$ cat src/rtl/button_pkg.sv
// button_pkg: shared state encoding and timer constants for button_event
package button_pkg;
  localparam int c_ms_w = 16;
  typedef enum logic [2:0] {S_IDLE, S_PRESS1, S_LONG, S_GAP, S_PRESS2} state_t;
  function automatic int ms_div(input int clkfreq);
    return clkfreq / 1000;
  endfunction
endpackage

$ cat src/rtl/button_event_if.sv
// button_event_if: debounced button level in, gesture pulses out
interface button_event_if;
  logic btn, press, rel, short_click, double_click, long_press, held;
  modport master(output btn, input press, rel, short_click, double_click, long_press, held);
  modport slave(input btn, output press, rel, short_click, double_click, long_press, held);
endinterface

$ cat src/rtl/ms_timer.sv
// ms_timer: clock prescaler producing a millisecond counter, cleared on demand
module ms_timer import button_pkg::*; #(
  parameter int c_div = 100000
) (
  input  logic              clk,
  input  logic              rst,
  input  logic              clr_i,
  output logic [c_ms_w-1:0] ms_o
);
  localparam int c_pw = c_div > 1 ? $clog2(c_div) : 1;
  logic [c_pw-1:0] pre;
  logic tick;
  assign tick = pre == c_pw'(c_div - 1);
  always_ff @(posedge clk or posedge rst)
    if (rst) begin
      pre  <= '0;
      ms_o <= '0;
    end else if (clr_i) begin
      pre  <= '0;
      ms_o <= '0;
    end else begin
      pre  <= tick ? '0 : pre + 1'b1;
      ms_o <= ms_o + c_ms_w'(tick);
    end
endmodule

$ cat src/rtl/button_event.sv
// button_event: classifies press/release/click/double/long gestures from a debounced level
module button_event import button_pkg::*; #(
  parameter int c_clkfreq = 100000000,
  parameter int c_longms  = 1000,
  parameter int c_dblms   = 300
) (
  input logic clk,
  input logic rst,
  button_event_if.slave bus
);
  state_t state, state_n;
  logic sig_q, rise, fall, at_long, at_dbl;
  logic shrt_n, dbl_n, lng_n, held_n;
  logic [c_ms_w-1:0] ms;
  assign rise    = bus.btn & ~sig_q;
  assign fall    = ~bus.btn & sig_q;
  assign at_long = ms == c_ms_w'(c_longms);
  assign at_dbl  = ms == c_ms_w'(c_dblms);
  // timer restarts whenever the FSM moves, so each state measures its own dwell
  ms_timer #(.c_div(ms_div(c_clkfreq))) u_timer (
    .clk  (clk),
    .rst  (rst),
    .clr_i(state_n != state),
    .ms_o (ms)
  );
  always_comb begin
    state_n = state;
    shrt_n  = 1'b0;
    dbl_n   = 1'b0;
    lng_n   = 1'b0;
    held_n  = bus.held;
    case (state)
      S_IDLE:   if (rise) state_n = S_PRESS1;
      S_PRESS1: if (fall) state_n = S_GAP;
                else if (at_long) begin
                  state_n = S_LONG;
                  lng_n   = 1'b1;
                  held_n  = 1'b1;
                end
      S_LONG:   if (fall) begin
                  state_n = S_IDLE;
                  held_n  = 1'b0;
                end
      S_GAP:    if (rise) state_n = S_PRESS2;
                else if (at_dbl) begin
                  state_n = S_IDLE;
                  shrt_n  = 1'b1;
                end
      S_PRESS2: if (fall) begin
                  state_n = S_IDLE;
                  dbl_n   = 1'b1;
                end else if (at_long) begin
                  state_n = S_LONG;
                  lng_n   = 1'b1;
                  held_n  = 1'b1;
                end
      default:  state_n = S_IDLE;
    endcase
  end
  always_ff @(posedge clk or posedge rst)
    if (rst) begin
      state            <= S_IDLE;
      sig_q            <= 1'b0;
      bus.press        <= 1'b0;
      bus.rel          <= 1'b0;
      bus.short_click  <= 1'b0;
      bus.double_click <= 1'b0;
      bus.long_press   <= 1'b0;
      bus.held         <= 1'b0;
    end else begin
      state            <= state_n;
      sig_q            <= bus.btn;
      bus.press        <= rise;
      bus.rel          <= fall;
      bus.short_click  <= shrt_n;
      bus.double_click <= dbl_n;
      bus.long_press   <= lng_n;
      bus.held         <= held_n;
    end
endmodule

$ cat src/flat_wrapper.sv
// flat-port wrapper written by rule: the top's interface ports become plain ports
module button_event_flat import button_pkg::*;
#(
  parameter int c_clkfreq = 100000000,
  parameter int c_longms  = 1000,
  parameter int c_dblms   = 300
)
  (clk, rst, bus_btn, bus_press, bus_rel, bus_short_click, bus_double_click, bus_long_press, bus_held);
  button_event_if bus_i ();
  input logic clk;
  input logic rst;
  input wire logic [$bits(bus_i.btn)-1:0] bus_btn;
  output wire logic [$bits(bus_i.press)-1:0] bus_press;
  output wire logic [$bits(bus_i.rel)-1:0] bus_rel;
  output wire logic [$bits(bus_i.short_click)-1:0] bus_short_click;
  output wire logic [$bits(bus_i.double_click)-1:0] bus_double_click;
  output wire logic [$bits(bus_i.long_press)-1:0] bus_long_press;
  output wire logic [$bits(bus_i.held)-1:0] bus_held;
  assign bus_i.btn = bus_btn;
  assign bus_press = bus_i.press;
  assign bus_rel = bus_i.rel;
  assign bus_short_click = bus_i.short_click;
  assign bus_double_click = bus_i.double_click;
  assign bus_long_press = bus_i.long_press;
  assign bus_held = bus_i.held;
  button_event #(.c_clkfreq(c_clkfreq), .c_longms(c_longms), .c_dblms(c_dblms)) u_core (.clk(clk), .rst(rst), .bus(bus_i));
endmodule
$ cat config.mk
export PLATFORM = sky130hd
export DESIGN_NAME = button_event_flat
export DESIGN_NICKNAME = d
export VERILOG_FILES = /design/src/rtl/button_pkg.sv /design/src/rtl/button_event_if.sv /design/src/rtl/ms_timer.sv /design/src/rtl/button_event.sv /design/src/flat_wrapper.sv
export SDC_FILE = /design/constraint.sdc
export NUM_CORES = 1
export LEC_CHECK = 0
export ABC_AREA = 1
export BUFFER_PORTS_ARGS = -buffer_cell sky130_fd_sc_hd__buf_2
export CAP_MARGIN = 0
export CORE_MARGIN = 2
export CORE_UTILIZATION = 45
export DETAILED_ROUTE_END_ITERATION = 8
export GPL_ROUTABILITY_DRIVEN = 0
export PLACE_DENSITY_LB_ADDON = 0.3
export SYNTH_ARGS = -nofsm -noshare
export SYNTH_HDL_FRONTEND = slang
export SYNTH_SLANG_ARGS = --single-unit
$ cat constraint.sdc
create_clock -name clk -period 2.8 [get_ports clk]
set_input_delay 0.56 -clock clk [delete_from_list [all_inputs] [get_ports clk]]
set_output_delay 0.56 -clock clk [all_outputs]
set_load 0.1 [all_outputs]
==> insert_results.sql <==
INSERT INTO impl_metrics (metric_group, metric, value, unit) VALUES
('place', 'detailedPlacementHpwl', '3.175', 'mm'),
('power', 'largest_vdd_supply_drop', '745.9', 'µV'),
('logic_synthesis', 'ys_top_cells_by_area', 'dfrtp_1 46%, nand2_1 9.5%, nor2_1 9.0%, nand3_1 5.6%, inv_1 5.5%', ''),
('die', 'die-width', '76.09', 'µm'),
('clocking', 'clock-sinks', '43', ''),
('logic_synthesis', 'flip_flop_and_latch_count_after_synthesis', '43', ''),
('logic_synthesis', 'synth.most_common_cell', 'nand2_1', ''),
('route', 'dr_total_vias', '1851', ''),
('sta', 'timing.final.max_slew_violations', '0', ''),
('place', 'dp.cells', '377', ''),
('clocking', 'cts_setup_buffers', '0', ''),
('logic_synthesis', 'post-synth-top-area-cell', 'dfrtp_1', ''),
('route', 'final_antenna_net_count', '0', ''),
('worst_setup_path', 'arrival', '2.59', 'ns'),
('global_routing', 'via_count_of_the_first_global_routing_pass', '1794', ''),
('global_routing', 'gr-usage-met1', '22.98', '%'),
('clocking', 'clock_tree.root_cell', 'clkbuf_8', ''),
('die', 'initial_utilization', '46.08', '%'),
('global_routing', 'gr-usage-met2', '25.27', '%'),
('power', 'power_leakage', '1.156', 'nW'),
('sta', 'max-slew-margin-rel', '60.18', '%'),
('logic_synthesis', 'synth.lib_cells_used.distinct', '24', ''),
('clocking', 'ctsHoldBuffers', '0', ''),
('power', 'cellPowerDensity', '660.1', 'nW/µm²'),
('worst_setup_path', 'reg2regPathDepth', '12', ''),
('clocking', 'worst_setup_hold_path_clk_slew', '0.09', 'ns'),
('logic_synthesis', 'post_synth.cell_area_avg', '7.769', 'µm²'),
('finish', 'final_net_count', '320', ''),
('finish', 'antenna-diode-count', '0', ''),
('clocking', 'cts_resized', '0', ''),
('worst_setup_path', 'crit_type', 'register to register', ''),
('global_routing', 'first_pass_grt_wire_length', '7.852', 'mm'),
('finish', 'finalCoreUtilization', '50.76', '%'),
('sta', 'timing_hold_violations_final', '0', ''),
('logic_synthesis', 'postSynth.topFlopCell', 'dfrtp_1', ''),
('logic_synthesis', 'synthesis.yosys.warnings', '0', ''),
('logic_synthesis', 'synth-edff-count', '0', ''),
('job', 'max-cap-violations', '0', ''),
('finish', 'finalNonFillerCells', '385', ''),
('logic_synthesis', 'yosysTopAreaCellShare', '46.01', '%'),
('route', 'postRouteWirelength', '4.333', 'mm'),
('logic_synthesis', 'mappedNetlistArea', '2338', 'µm²'),
('global_routing', 'groute.layer.met3.usage', '3.673', '%'),
('worst_setup_path', 'crit_path_start_kind', 'register', ''),
('sta', 'timing.final.setup_violations', '0', ''),
('sta', 'tns', '0', 'ns'),
('sta', 'fin_crit_sh', '84.68', '%'),
('clocking', 'clockBufferDepth', '2', ''),
('die', 'floorplan.rows', '26', ''),
('sta', 'fin_skew', '0.009655', 'ns'),
('global_routing', 'antenna_found_initial', '0', ''),
('die', 'die_h', '76.09', 'µm'),
('place', 'place.port_buffers', '8', ''),
('clocking', 'cts_made_buffers', '5', ''),
('logic_synthesis', 'share_of_synthesized_registers_carrying_an_async_set_or_reset', '100.0', '%'),
('global_routing', 'grt_remaining_overflow', '0', ''),
('global_routing', 'grt_most_used_layer', 'met2', ''),
('finish', 'filler_cell_count', '497', ''),
('sta', 'finalWorstPathRequiredPeriod', '2.371', 'ns'),
('run_status', 'outcome', 'finished clean', ''),
('min_path', 'holdCritPathClass', 'primary input to async pin', ''),
('worst_setup_path', 'capture_instance_of_the_worst_register_to_register_path', 'u_core.u_timer.ms_o[14]', ''),
('die', 'top_level_ports', '9', ''),
('finish', 'layout.area.seq', '1076', 'µm²'),
('route', 'first_pass_iters', '4', ''),
('finish', 'flow.area_growth_from_synthesis', '10.17', '%'),
('worst_setup_path', 'critPathRequiredTime', '3.02', 'ns'),
('route', 'vias_per_cell', '4.808', ''),
('sta', 'max_slew.worst_pin.slew', '0.5928', 'ns'),
('die', 'design.die.area', '5789', 'µm²'),
('clocking', 'clk_latency', '0.30', 'ns');
worst max-delay path, stage by stage, from the launching register on:
cell and delay (ns):
dfrtp_1 0.43, nor4_1 0.38, nand3_1 0.12, nor2_1 0.12, ha_1 0.17, ha_1 0.20, nand3_1 0.11, nor2_1 0.17
inv_1 0.07, nor3_1 0.16, nand3_1 0.11, xor2_1 0.15, nor2_1 0.10
cells by family (layout without fill, tap and decap cells):
group	Yosys count	in the layout	share of synthesized area, %
XOR/XNOR	15	15	5.618
adder cells (fa/ha/maj)	3	3	1.605
buffers and inverters	39	53	7.223
AND/OR/NAND/NOR	184	184	35.42
AO/OA/AOI/OAI	17	17	4.120
flip-flops	43	43	46.01
metal layers:
metal | vias to the layer above | share of wire [%]
met5 | - | 0
met4 | 0 | 1.9
met3 | 6 | 4.0
met2 | 34 | 42
met1 | 824 | 52
li1 | 987 | -
through the flow:
stage               area [µm²]  hold slack [ns]
finish                    2576           0.1577
global route              2576           0.1737
CTS                       2576           0.1570
detailed placement        2440           0.4610
global placement          2440           0.4527
floorplan                 2338           0.4360
area by class of cell:
cell class	instances	share of cell area, %
clock buffers	5	2.671
clock inverters	3	2.623
inverters	36	5.245
multi-input cells	219	42.45
flip-flops and latches	43	41.77
well taps	70	3.400
repair buffers	9	1.846
flip-flops by register name (all words and copies together) (netlist names):
signal and flops:
u_core.bus.double_click 1, u_core.bus.held 1, u_core.bus.long_press 1, u_core.bus.press 1
u_core.bus.rel 1, u_core.bus.short_click 1, u_core.sig_q 1, u_core.state 3
u_core.u_timer.ms_o 16, u_core.u_timer.pre 17
cells in the final DEF, fill, tap and decap left out, drive strengths merged, types with 5 or more instances in the layout:
| cell | Yosys | routed |
|---|---|---|
| o21ai | 10 | 10 |
| inv | 36 | 35 |
| clkbuf | 0 | 5 |
| dfrtp | 43 | 43 |
| nand3 | 27 | 27 |
| xnor2 | 7 | 7 |
| nand4 | 7 | 7 |
| buf | 3 | 9 |
| nand2 | 61 | 61 |
| nor3 | 13 | 13 |
| nor2 | 69 | 69 |
| xor2 | 8 | 8 |
power breakdown:
| part | internal [mW] | switching (mW) |
|---|---|---|
| Sequential | 0.654 | 0.0276 |
| Clock | 0.356 | 0.222 |
| Combinational | 0.102 | 0.340 |
worst min path at each step:
stage | end | startpoint | slack, ns | cells after the start
after floorplan | u_core.bus.press | u_core.sig_q | 0.44 | 1
after global placement | u_core.bus.press | u_core.sig_q | 0.45 | 1
after detailed placement | u_core.bus.press | u_core.sig_q | 0.46 | 1
after CTS | u_core.bus.long_press | rst | 0.16 | 2
after global routing | u_core.bus.long_press | rst | 0.17 | 2
final | u_core.bus.held | rst | 0.16 | 2
Power figures use the tool's default switching activity.
